File: src/rtl/sram_pkg.sv
// Shared widths, address split and request/response payloads for the 256x22 SRAM controller.
package sram_pkg;

  localparam int unsigned DATA_W    = 22;
  localparam int unsigned ADDR_W    = 8;
  localparam int unsigned RA_W      = 6;
  localparam int unsigned CA_W      = 2;
  localparam int unsigned RSP_DEPTH = 4;
  localparam int unsigned CNT_W     = 3;
  localparam int unsigned PTR_W     = 2;

  typedef struct packed {
    logic [RA_W-1:0] ra;
    logic [CA_W-1:0] ca;
  } macro_addr_t;

  typedef struct packed {
    logic              wr;
    logic [ADDR_W-1:0] addr;
    logic [DATA_W-1:0] wdata;
  } req_t;

  typedef struct packed {
    logic [DATA_W-1:0] rdata;
  } rsp_t;

  // Word address -> macro row/column: upper bits select the row, low bits the column.
  function automatic macro_addr_t split_addr(input logic [ADDR_W-1:0] addr);
    macro_addr_t m;
    m.ra = addr[ADDR_W-1:CA_W];
    m.ca = addr[CA_W-1:0];
    return m;
  endfunction

endpackage

File: src/rtl/sram_ctrl_256x22_if.sv
// Request/response handshake bundle between the datapath and the SRAM controller.
interface sram_ctrl_256x22_if;
  import sram_pkg::*;

  logic              req_valid;
  logic              req_ready;
  logic              req_wr;
  logic [ADDR_W-1:0] req_addr;
  logic [DATA_W-1:0] req_wdata;
  logic              rsp_valid;
  logic              rsp_ready;
  logic [DATA_W-1:0] rsp_rdata;

  modport master (
    output req_valid, req_wr, req_addr, req_wdata, rsp_ready,
    input  req_ready, rsp_valid, rsp_rdata
  );

  modport slave (
    input  req_valid, req_wr, req_addr, req_wdata, rsp_ready,
    output req_ready, rsp_valid, rsp_rdata
  );

endinterface

File: src/rtl/sram_rsp_fifo.sv
// Read-response FIFO; head entry is presented directly on rdata.
module sram_rsp_fifo
  import sram_pkg::*;
(
  input  logic              clk,
  input  logic              rst_n,
  input  logic              push,
  input  logic              pop,
  input  logic [DATA_W-1:0] wdata,
  output logic [DATA_W-1:0] rdata,
  output logic              full,
  output logic              empty
);

  logic [DATA_W-1:0] mem [RSP_DEPTH];
  logic [PTR_W-1:0]  wr_ptr;
  logic [PTR_W-1:0]  rd_ptr;
  logic [CNT_W-1:0]  count;
  logic              do_push;
  logic              do_pop;

  assign full    = (count == CNT_W'(RSP_DEPTH));
  assign empty   = (count == CNT_W'(0));
  assign do_pop  = pop & ~empty;
  assign do_push = push & (~full | do_pop);
  assign rdata   = mem[rd_ptr];

  // Storage and pointers; depth is a power of two so pointers wrap naturally.
  always_ff @(posedge clk or negedge rst_n) begin
    if (!rst_n) begin
      for (int i = 0; i < int'(RSP_DEPTH); i++) mem[i] <= '0;
      wr_ptr <= '0;
      rd_ptr <= '0;
      count  <= '0;
    end else begin
      if (do_push) begin
        mem[wr_ptr] <= wdata;
        wr_ptr      <= wr_ptr + PTR_W'(1);
      end
      if (do_pop) rd_ptr <= rd_ptr + PTR_W'(1);
      case ({do_push, do_pop})
        2'b10:   count <= count + CNT_W'(1);
        2'b01:   count <= count - CNT_W'(1);
        default: count <= count;
      endcase
    end
  end

endmodule

File: src/rtl/sram_ctrl_256x22.sv
// Initiator for the 256x22 register-file SRAM: registered pins, read-tag pipe, credit-limited response FIFO.
module sram_ctrl_256x22
  import sram_pkg::*;
(
  input  logic              CLK,
  input  logic              NRST,
  sram_ctrl_256x22_if.slave bus,
  output logic              NCE,
  output logic              NWRT,
  output logic [RA_W-1:0]   RA,
  output logic [CA_W-1:0]   CA,
  output logic [DATA_W-1:0] DIN,
  input  logic [DATA_W-1:0] DO
);

  req_t             req;
  macro_addr_t      maddr;
  logic [CNT_W-1:0] credit_q;
  logic [1:0]       rd_pipe_q;
  logic             accept;
  logic             rd_accept;
  logic             push;
  logic             pop;
  logic             fifo_push;
  logic             fifo_full;
  logic             fifo_empty;

  assign req       = {bus.req_wr, bus.req_addr, bus.req_wdata};
  assign maddr     = split_addr(req.addr);
  assign pop       = bus.rsp_valid & bus.rsp_ready;
  assign bus.rsp_valid = ~fifo_empty;
  // Ready depends only on registered credit and the consumer's pop, never on req_valid.
  assign bus.req_ready = (credit_q < CNT_W'(RSP_DEPTH)) | pop;
  assign accept    = bus.req_valid & bus.req_ready;
  assign rd_accept = accept & ~req.wr;
  assign push      = rd_pipe_q[1];
  assign fifo_push = push & (~fifo_full | pop);

  // Macro pin registers; address and data hold while idle to avoid toggling.
  always_ff @(posedge CLK or negedge NRST) begin
    if (!NRST) begin
      NCE  <= 1'b1;
      NWRT <= 1'b1;
      RA   <= '0;
      CA   <= '0;
      DIN  <= '0;
    end else if (accept) begin
      NCE  <= 1'b0;
      NWRT <= ~req.wr;
      RA   <= maddr.ra;
      CA   <= maddr.ca;
      if (req.wr) DIN <= req.wdata;
    end else begin
      NCE  <= 1'b1;
      NWRT <= 1'b1;
    end
  end

  // Read tag: stage 0 = pins driven, stage 1 = macro sampled, DO captured on the next edge.
  always_ff @(posedge CLK or negedge NRST) begin
    if (!NRST) rd_pipe_q <= '0;
    else       rd_pipe_q <= {rd_pipe_q[0], rd_accept};
  end

  // Outstanding reads (in pipe plus queued), bounded by the FIFO depth.
  always_ff @(posedge CLK or negedge NRST) begin
    if (!NRST) begin
      credit_q <= '0;
    end else begin
      case ({rd_accept, pop})
        2'b10:   credit_q <= credit_q + CNT_W'(1);
        2'b01:   credit_q <= credit_q - CNT_W'(1);
        default: credit_q <= credit_q;
      endcase
    end
  end

  sram_rsp_fifo u_fifo (
    .clk   (CLK),
    .rst_n (NRST),
    .push  (fifo_push),
    .pop   (pop),
    .wdata (DO),
    .rdata (bus.rsp_rdata),
    .full  (fifo_full),
    .empty (fifo_empty)
  );

endmodule

File: src/flat_wrapper.sv
// flat-port wrapper written by rule: the top's interface ports become plain ports
module sram_ctrl_256x22_flat import sram_pkg::*;
  (CLK, NRST, NCE, NWRT, RA, CA, DIN, DO, bus_req_valid, bus_req_wr, bus_req_addr, bus_req_wdata, bus_rsp_ready, bus_req_ready, bus_rsp_valid, bus_rsp_rdata);
  sram_ctrl_256x22_if bus_i ();
  input  logic CLK;
  input  logic NRST;
  output logic NCE;
  output logic NWRT;
  output logic [RA_W-1:0] RA;
  output logic [CA_W-1:0] CA;
  output logic [DATA_W-1:0] DIN;
  input  logic [DATA_W-1:0] DO;
  input wire logic [$bits(bus_i.req_valid)-1:0] bus_req_valid;
  input wire logic [$bits(bus_i.req_wr)-1:0] bus_req_wr;
  input wire logic [$bits(bus_i.req_addr)-1:0] bus_req_addr;
  input wire logic [$bits(bus_i.req_wdata)-1:0] bus_req_wdata;
  input wire logic [$bits(bus_i.rsp_ready)-1:0] bus_rsp_ready;
  output wire logic [$bits(bus_i.req_ready)-1:0] bus_req_ready;
  output wire logic [$bits(bus_i.rsp_valid)-1:0] bus_rsp_valid;
  output wire logic [$bits(bus_i.rsp_rdata)-1:0] bus_rsp_rdata;
  assign bus_i.req_valid = bus_req_valid;
  assign bus_i.req_wr = bus_req_wr;
  assign bus_i.req_addr = bus_req_addr;
  assign bus_i.req_wdata = bus_req_wdata;
  assign bus_i.rsp_ready = bus_rsp_ready;
  assign bus_req_ready = bus_i.req_ready;
  assign bus_rsp_valid = bus_i.rsp_valid;
  assign bus_rsp_rdata = bus_i.rsp_rdata;
  sram_ctrl_256x22 u_core (.CLK(CLK), .NRST(NRST), .bus(bus_i), .NCE(NCE), .NWRT(NWRT), .RA(RA), .CA(CA), .DIN(DIN), .DO(DO));
endmodule
File: config.mk
export PLATFORM = sky130hd
export DESIGN_NAME = sram_ctrl_256x22_flat
export DESIGN_NICKNAME = d
export VERILOG_FILES = /design/src/rtl/sram_pkg.sv /design/src/rtl/sram_ctrl_256x22_if.sv /design/src/rtl/sram_rsp_fifo.sv /design/src/rtl/sram_ctrl_256x22.sv /design/src/flat_wrapper.sv
export SDC_FILE = /design/constraint.sdc
export NUM_CORES = 1
export LEC_CHECK = 0
export ABC_AREA = 1
export CORE_AREA = 2 2 146 148
export DETAILED_ROUTE_END_ITERATION = 10
export DIE_AREA = 0 0 148 150
export PLACE_DENSITY = 0.59
export SLEW_MARGIN = 0
export SYNTH_ARGS = -nofsm -noshare
export SYNTH_HDL_FRONTEND = slang
export SYNTH_SLANG_ARGS = --single-unit
File: constraint.sdc
create_clock -name CLK -period 3 [get_ports CLK]
set_input_delay 0.45 -clock CLK [delete_from_list [all_inputs] [get_ports CLK]]
set_output_delay 0.45 -clock CLK [all_outputs]
set_load 0.01 [all_outputs]
==> results of run 1 <==
per-layer routing:
metal	up-vias	global-route usage	part of all wire
met3	12	0.0543	0.072
met4	0	0.0448	0.0092
met2	135	0.251	0.47
met5	-	0	0
met1	2397	0.204	0.45
li1	2510	-	-
critical path: cells and delay by family (launching register included):
family,cells,cell delay (ns)
AO/OA/AOI/OAI,2,0.32
buffers and inverters,3,1.25
flip-flops,1,0.37
sequential cells by signal, indices dropped and copies added, names as in the netlist:
name / count
u_core.CA: 2
u_core.credit_q: 3
u_core.u_fifo.rd_ptr: 2
u_core.u_fifo.count: 3
u_core.NCE: 1
u_core.rd_pipe_q: 2
u_core.u_fifo.wr_ptr: 2
u_core.RA: 6
u_core.u_fifo.mem: 88
u_core.NWRT: 1
u_core.DIN: 22
area by class of cell:
| type | instances | area, µm² |
|---|---|---|
| clock buffer | 19 | 453 |
| timing repair buffer | 128 | 1260 |
| sequential | 132 | 3310 |
| multi-input combinational | 504 | 2410 |
| clock inverter | 13 | 149 |
| tap | 275 | 344 |
| fill | 2104 | 12700 |
| inverter | 14 | 52.6 |
stage by stage:
step	cell area [µm²]	util	worst slack, ns
after detailed placement	7380	0.357	0.387
after global placement	7380	0.357	0.463
after CTS	7980	0.386	0.201
final	7980	0.386	0.193
after global routing	7980	0.386	0.0842
after floorplan	6070	-	0.912
cell families (layout without fill, tap and decap cells):
group | after synthesis | count (layout)
and+or+nand+nor | 329 | 329
muxes | 1 | 1
buffers and inverters | 64 | 174
xor gates and xnor gates | 6 | 6
adders and majority gates | 8 | 8
DFF | 132 | 132
AOI/OAI and AO/OA | 160 | 160
cells in the final DEF (no fill, tap or decap), types with 5 or more instances in the layout:
master,instances
o22ai_1,22
clkbuf_16,17
inv_1,13
nand4_1,22
o21ai_1,75
ha_1,6
dfrtp_1,130
nand2_1,237
nand3_1,8
clkdlybuf4s50_1,111
buf_4,15
o21ai_0,59
nor2_1,49
nor2_4,5
where the power goes:
part / switching, mW / internal (mW) / total [mW] / leakage (nW)
Combinational: 2.09 / 1.64 / 3.73 / 1.72
Clock: 0.831 / 1.28 / 2.11 / 0.287
Sequential: 0.407 / 2.57 / 2.98 / 1.64
Total: 3.33 / 5.49 / 8.82 / 3.65
final timing paths:
kind / slack, ns / depth (start not counted) / end
max: 0.19 / 5 / bus_rsp_rdata[20]
min: 0.04 / 1 / u_core.RA[5]
max reg2reg: 0.86 / 12 / u_core.credit_q[2]
min reg2reg: 0.35 / 0 / u_core.rd_pipe_q[1]
max in group asynchronous: 2.15 / 2 / u_core.NWRT
min in group CLK: 0.35 / 0 / u_core.rd_pipe_q[1]
==> run_results.csv, run 1 <==
group,metric,value,unit
cts,ctsHoldBuffers,0,
layout,area.growth.synth_to_final,31.5,%
sta,drv_slew,0,
logic_synthesis,synth_common_cells,"nand2_1, dfrtp_1, o21ai_1",
critical_path,arrival,2.36,ns
floorplan,initial_core_util,0.293,
critical_path,worst_path_largest_cell_delay,0.59,ns
critical_path,startpoint,"u_core.u_fifo.rd_ptr[1]",
global_route,grt_max_degree,58,
cts,clk_path_buf_depth,2,
cts,clock-sinks,132,
cts,htreeDepth,4,
route,route.antenna.remaining_nets,0,
route,drt-total-wl,16600,µm
sta,worst_slew_pin_slew,0.691,ns
critical_path,crit_path_cell_trace,"inv_1, buf_4, o21ai_0, o22ai_1, clkdlybuf4s50_1",
flow_run,cap_viol_max_count,0,
logic_synthesis,muxShareOfSynthArea,0.00186,
route,vias_per_cell,4.66,
critical_path,required,2.55,ns
route,drtIter0Drc,239,
sta,timing.fmax,356,MHz
worst_hold_path,hold_class,"in -> async",
critical_path,path_max_fanout,16,
logic_synthesis,syn_area_per_cell,8.67,µm²
floorplan,fp.dieW,148,µm
logic_synthesis,syn_area,6070,µm²
cts,cts_resized,0,
cts,cts_setup_buffers,0,
logic_synthesis,synthDominantCellAreaShare,0.536,
critical_path,critPathCaptureType,"output port",
logic_synthesis,postSynthRegisterBits,132,
logic_synthesis,synth.distinct_cells,32,
logic_synthesis,seq_area_frac_synth,0.545,
sta,hold_viol_final,0,
place,gp_congestion,0.737,
floorplan,fp.dieH,150,µm
critical_path,cpMaxStageDelayCell,"clkdlybuf4s50_1",
logic_synthesis,yosys.cell_count.top_type,"nand2_1",
place,hpwl,9900,µm
cts,cts_tree,"done",
pwr,vdd_drop_max,0.000526,V
cts,cts_made_buffers,17,
cts,clock_latency,0.42,ns
sta,min_period,2.81,ns
run_status,outcome,"finished clean",
logic_synthesis,synth_top_area_cell,"dfrtp_1",
floorplan,std_cell_rows,53,
global_route,grt_use_total,0.157,
critical_path,crit_path_start_kind,"flip-flop",
route,routedWlPerCell,15.3,µm
logic_synthesis,synthCells,700,
sta,min_period_over_period,0.936,
layout,insertedDiodeCount,0,
logic_synthesis,synth_top_family_by_area,"simple AND/OR/NAND/NOR gates",
logic_synthesis,synth_xor_area_frac,0.00990,
logic_synthesis,synthSimpleGateAreaFrac,0.229,
logic_synthesis,synth_compound_area_frac,0.138,
pwr,total_power,8.82,mW
logic_synthesis,dominantRegCellSynth,"dfrtp_1",
sta,rsz0062_at_grt,"no",
pwr,power_density,1110,nW/µm²
layout,layout-drive-gt1-share,0.0840,
critical_path,crit_type,"reg -> out",
cts,cts.clk_slew.worst_paths,0.06,ns
logic_synthesis,syn_nets,765,
logic_synthesis,synth_area_leaders,"dfrtp_1, nand2_1, o21ai_1",
layout,final-instance-count-excl-fill,1085,
sta,hold_slack,0.0377,ns
logic_synthesis,yosys_warnings,0,
cts,cts_root_buf,"clkbuf_16",
pwr,leakage,3.65,nW
layout,layout.nets,862,
sta,slew_headroom,0.538,
logic_synthesis,synthArstFlopShare,1.00,
floorplan,ioPinCount,113,
sta,fin_setup_tns,0,ns
logic_synthesis,synth_edf_count,0,
global_route,grt_antenna_before_repair,0,
place,dp_cells,1053,
critical_path,r2r_start,"u_core.u_fifo.count[1]",
route,drc,0,
route,vias,5054,
floorplan,die_area,22200,µm²
global_route,grt_pass1_wl,27500,µm
logic_synthesis,synthAdderAreaFrac,0.0190,
global_route,grt_pass1_vias,5160,
global_route,grt-ovfl-total,0,
floorplan,core,20700,µm²
sta,setup_viol_count_final,0,
route,drtPass1Iterations,4,
sta,skew,0.00646,ns
place,numPortBuffers,112,
(Power assumes the default switching activity.)
==> run 2: changes to the inputs <==
--- a/config.mk
+++ b/config.mk
@@ -6,10 +6,11 @@
 export NUM_CORES = 1
 export LEC_CHECK = 0
 export ABC_AREA = 1
+export CAP_MARGIN = 15
 export CORE_AREA = 2 2 146 148
 export DETAILED_ROUTE_END_ITERATION = 10
 export DIE_AREA = 0 0 148 150
-export PLACE_DENSITY = 0.59
+export PLACE_DENSITY = 0.49
 export SLEW_MARGIN = 0
 export SYNTH_ARGS = -nofsm -noshare
 export SYNTH_HDL_FRONTEND = slang
==> run 2 against run 1 <==
  * Non-clock buffer count increased by 2
  * Count of clock-buffer cells in the layout stayed put
  * Largest power group unchanged
  * First-iteration DRC count is 27% higher
  * Largest cell class unchanged
==> run_results.csv, run 2 (same netlist as run 1, synthesis figures left out) <==
group,metric,value,unit
sta,skew,0.0116,ns
layout,insertedDiodeCount,0,
floorplan,die_area,22200,µm²
critical_path,worstSetupEndpoint,"bus_rsp_rdata[10]",
sta,drv_slew,0,
critical_path,r2r_start,"u_core.u_fifo.count[0]",
place,hpwl,10000,µm
sta,rsz0062_at_grt,"no",
sta,min_period,2.57,ns
pwr,power_frac_comb,0.425,
route,wl_met3,1080,µm
flow_run,cap_viol_max_count,0,
critical_path,startpoint,"u_core.u_fifo.rd_ptr[0]",
route,drt-total-wl,17300,µm
layout,layout-drive-gt1-share,0.0837,
worst_hold_path,hold_class,"in -> async",
pwr,vdd_drop_max,0.000536,V
floorplan,std_cell_rows,53,
cts,cts.clk_slew.worst_paths,0.06,ns
pwr,netSwitchingPower,3.30,mW
critical_path,critPathCaptureType,"output port",
floorplan,initial_core_util,0.293,
sta,slew_headroom,0.507,
critical_path,worst_path_largest_cell_delay,0.59,ns
pwr,p_sw_frac,0.374,
floorplan,fp.dieW,148,µm
critical_path,required,2.55,ns
layout,largest_register,"u_core.u_fifo.mem",
cts,cts_root_buf,"clkbuf_16",
critical_path,reg2reg_to,"u_core.credit_q[2]",
route,drc,0,
place,gp_congestion,0.700,
critical_path,crit_type,"reg -> out",
cts,cts_resized,0,
cts,clock_latency,0.42,ns
cts,cts_setup_buffers,0,
pwr,power_density,1110,nW/µm²
cts,ctsHoldBuffers,0,
cts,cts_tree,"done",
place,numPortBuffers,112,
pwr,p_int,5.54,mW
critical_path,crit_path_start_kind,"flip-flop",
route,vias,5071,
sta,hold_viol_final,0,
sta,min_period_over_period,0.856,
critical_path,ff2ff_setup_slack,0.86,ns
layout,fin_util,0.386,
floorplan,core,20700,µm²
global_route,grt_use_total,0.164,
global_route,grt_max_degree,68,
floorplan,ioPinCount,113,
critical_path,crit_path_cell_trace,"clkinv_1, buf_4, o21ai_0, o22ai_1, clkdlybuf4s50_1",
critical_path,path_max_fanout,30,
sta,setup_viol_count_final,0,
critical_path,arrival,2.12,ns
pwr,total_power,8.84,mW
route,vias_per_cell,4.67,
layout,largest_register_ffs,88,
route,wl_met1,8070,µm
layout,reg.largest.list,"u_core.u_fifo.mem x88, u_core.DIN x22, u_core.RA x6",
sta,worst_slew_pin_slew,0.738,ns
route,route.antenna.remaining_nets,0,
layout,layout_common_cells,"nand2_1, dfrtp_1, clkdlybuf4s50_1",
layout,final_common_cell,"nand2_1",
cts,clk_path_buf_depth,2,
global_route,grt_antenna_before_repair,0,
cts,cts_made_buffers,17,
cts,clock-sinks,132,
sta,hold_slack,0.0275,ns
global_route,grt_pass1_vias,5180,
pwr,leakage,3.65,nW
layout,layout.nets,864,
pwr,seq_power_share,0.337,
run_status,outcome,"finished clean",
critical_path,reg2reg_depth,12,
route,dr_wl_met2,8020,µm
global_route,grt-ovfl-total,0,
route,routedWlPerCell,15.9,µm
sta,timing.fmax,389,MHz
floorplan,fp.dieH,150,µm
sta,fin_setup_tns,0,ns
route,top_layer,"met4",
global_route,grt_pass1_wl,28200,µm
layout,area.growth.synth_to_final,31.7,%
route,drtIter0Drc,304,
cts,htreeDepth,4,
route,drtPass1Iterations,4,
critical_path,cpMaxStageDelayCell,"clkdlybuf4s50_1",
pwr,pwr-share-clk,0.238,
[run 2: final cells by class]
type / instances / area, µm²
clock buffers: 19 / 433
repair buffers: 130 / 1280
fillers: 2150 / 12700
inverters: 14 / 52.6
well taps: 275 / 344
flip-flops and latches: 132 / 3310
clock inverters: 13 / 159
multi-input cells: 504 / 2410
[run 2: per-layer routing]
metal	vias up	global-route usage
li1	2509	-
met1	2441	0.217
met2	110	0.261
met3	11	0.0543
met4	0	0.0357
met5	-	0
[run 2: metrics by stage]
stage,setup WS [ns],cell area (µm²),cells
2_1_floorplan,0.912,6070,700
3_3_place_gp,0.454,7400,1055
3_5_place_dp,0.405,7400,1055
4_1_cts,0.387,7990,1087
5_1_grt,0.292,7990,1087
6_report,0.431,7990,1087
[run 2: worst max-delay path, delay by kind of cell, from the launching register on]
family	cells	cell delay [ns]
AO/OA/AOI/OAI	2	0.34
buffers and inverters	3	0.96
flip-flops	1	0.39
[run 2: worst min path at each step]
| stage | endpoint | start |
|---|---|---|
| global route | u_core.u_fifo.mem[19] | NRST |
| floorplan | u_core.CA[0] | NRST |
| finish | u_core.u_fifo.mem[19] | NRST |
| detailed placement | u_core.rd_pipe_q[1] | u_core.rd_pipe_q[0] |
| CTS | u_core.u_fifo.mem[19] | NRST |
| global placement | u_core.rd_pipe_q[1] | u_core.rd_pipe_q[0] |
[run 2: power by group through the flow]
stage          clock network, mW  registers (mW)  logic [mW]
6_report                    2.10            2.98        3.76
5_1_grt                     2.24            3.08        4.21
4_1_cts                     2.16            2.99        3.83
3_5_place_dp                   0            3.00        3.82
3_3_place_gp                   0            2.99        3.81
2_1_floorplan                  0            2.99        2.07
==> run 3: changes to the inputs <==
--- a/config.mk
+++ b/config.mk
@@ -10,6 +10,7 @@
 export CORE_AREA = 2 2 146 148
 export DETAILED_ROUTE_END_ITERATION = 10
 export DIE_AREA = 0 0 148 150
+export GPL_TIMING_DRIVEN = 0
 export PLACE_DENSITY = 0.49
 export SLEW_MARGIN = 0
 export SYNTH_ARGS = -nofsm -noshare
==> run 3 against run 2 <==
  * Fmax is 13% lower
  * Routed wire length increased by 6.2%
  * Setup slack worse by 0.38 ns
  * Largest power group unchanged
  * Sequential power barely moved
  * Combinational power increased by 3%
==> run_results.csv, run 3 (same netlist as run 1, synthesis figures left out) <==
group,metric,value,unit
layout,fillCellCount,2135,
critical_path,critPathCaptureType,"output port",
route,drt-total-wl,18400,µm
place,post-place-ws,0.246,ns
layout,reg.largest.list,"u_core.u_fifo.mem x88, u_core.DIN x22, u_core.RA x6",
cts,clk_path_buf_depth,2,
sta,slew_headroom,0.505,
route,drtIter0Drc,214,
pwr,total_power,8.85,mW
cts,ctsHoldBuffers,0,
flow_run,cap_viol_max_count,0,
sta,min_period_over_period,0.985,
cts,cts_root_buf,"clkbuf_16",
cts,cts_tree,"done",
floorplan,std_cell_rows,53,
place,dpl_cell_area,7550,µm²
layout,fin_util,0.392,
floorplan,core,20700,µm²
run_status,outcome,"finished clean",
sta,fin_setup_tns,0,ns
route,drc,0,
floorplan,ioPinCount,113,
cts,clock_latency,0.43,ns
layout,layout.nets,896,
layout,area.growth.synth_to_final,33.8,%
sta,hold_viol_final,0,
layout,largest_register_ffs,88,
sta,skew,0.0118,ns
place,numPortBuffers,111,
floorplan,initial_core_util,0.293,
pwr,vdd_drop_max,0.000451,V
pwr,power_density,1090,nW/µm²
floorplan,fp.dieW,148,µm
floorplan,fp.dieH,150,µm
route,vias_per_cell,4.60,
sta,drv_slew,0,
layout,final_common_cell,"nand2_1",
global_route,grt_pass1_wl,29500,µm
layout,layout-drive-gt1-share,0.101,
place,hpwl,12300,µm
place,gp_congestion,0.782,
layout,multi_input_area,2410,µm²
floorplan,die_area,22200,µm²
sta,setup_viol_count_final,0,
cts,cts.clk_slew.worst_paths,0.06,ns
worst_hold_path,hold_class,"in -> async",
sta,setup_ws,0.0459,ns
route,route.antenna.remaining_nets,0,
sta,rsz0062_at_grt,"no",
sta,worst_slew_pin_slew,0.743,ns
route,vias,5150,
critical_path,crit_path_start_kind,"flip-flop",
layout,regArea,3310,µm²
route,drtPass1Iterations,5,
cts,cts_made_buffers,17,
sta,min_period,2.95,ns
global_route,grt_max_degree,69,
critical_path,path_max_fanout,10,
pwr,leakage,3.74,nW
layout,largest_register,"u_core.u_fifo.mem",
layout,insertedDiodeCount,0,
global_route,grt_use_total,0.174,
critical_path,required,2.55,ns
cts,clock-sinks,132,
global_route,grt-ovfl-total,0,
sta,timing.fmax,339,MHz
global_route,grt_antenna_before_repair,0,
cts,htreeDepth,4,
layout,fin_area,8120,µm²
layout,layout_common_cells,"nand2_1, dfrtp_1, clkdlybuf4s50_1",
global_route,grt_pass1_vias,5277,
critical_path,arrival,2.50,ns
route,routedWlPerCell,16.4,µm
critical_path,crit_type,"reg -> out",
run 3: what timing repair did:
action / CTS / global route
setup endpoints to repair: 0 / 14
gates resized for setup: 0 / 10
buffers inserted: 0 / 0
run 3: through the flow:
step                      hold slack, ns  cells
after floorplan                    0.154    700
after global placement             0.337   1086
after detailed placement           0.336   1087
after CTS                         0.0491   1119
after global routing              0.0650   1119
final                             0.0355   1119
run 3: final timing paths:
kind                                    startpoint                endpoint  slack, ns  cells past startpoint
hold reg to reg                u_core.rd_pipe_q[0]     u_core.rd_pipe_q[1]       0.35                      0
max in group asynchronous                     NRST              u_core.NCE       2.15                      2
setup reg to reg            u_core.u_fifo.count[1]  u_core.u_fifo.count[2]       0.76                     11
setup / recovery           u_core.u_fifo.rd_ptr[1]       bus_rsp_rdata[21]       0.05                      5
hold / removal                                NRST   u_core.u_fifo.mem[85]       0.04                      1
min in group CLK               u_core.rd_pipe_q[0]     u_core.rd_pipe_q[1]       0.35                      0
run 3: metal layers:
metal | wire length (µm) | global-route usage
met2 | 8180 | 0.268
met3 | 1320 | 0.0625
met4 | 231 | 0.0457
met5 | 0 | 0
met1 | 8640 | 0.232
run 3: area by class of cell:
type,instances,area share
tap,275,0.0424
inverter,14,0.00647
timing repair buffer,112,0.140
buffer,50,0.0372
sequential,132,0.407
multi-input combinational,504,0.298
clock inverter,15,0.0163
clock buffer,17,0.0524
run 3: worst max-delay path, cell delays in order, from the launching register on:
cell,delay (ns)
dfrtp_1,0.44
inv_1,0.13
clkbuf_1,0.43
o21ai_0,0.20
o22ai_1,0.28
clkdlybuf4s50_1,0.60
run 3: where the power goes:
| group | switching [mW] | internal [mW] | leakage (nW) |
|---|---|---|---|
| registers | 0.413 | 2.57 | 1.64 |
| clock network | 0.840 | 1.14 | 0.266 |
| logic | 2.20 | 1.68 | 1.83 |
| total | 3.45 | 5.40 | 3.74 |
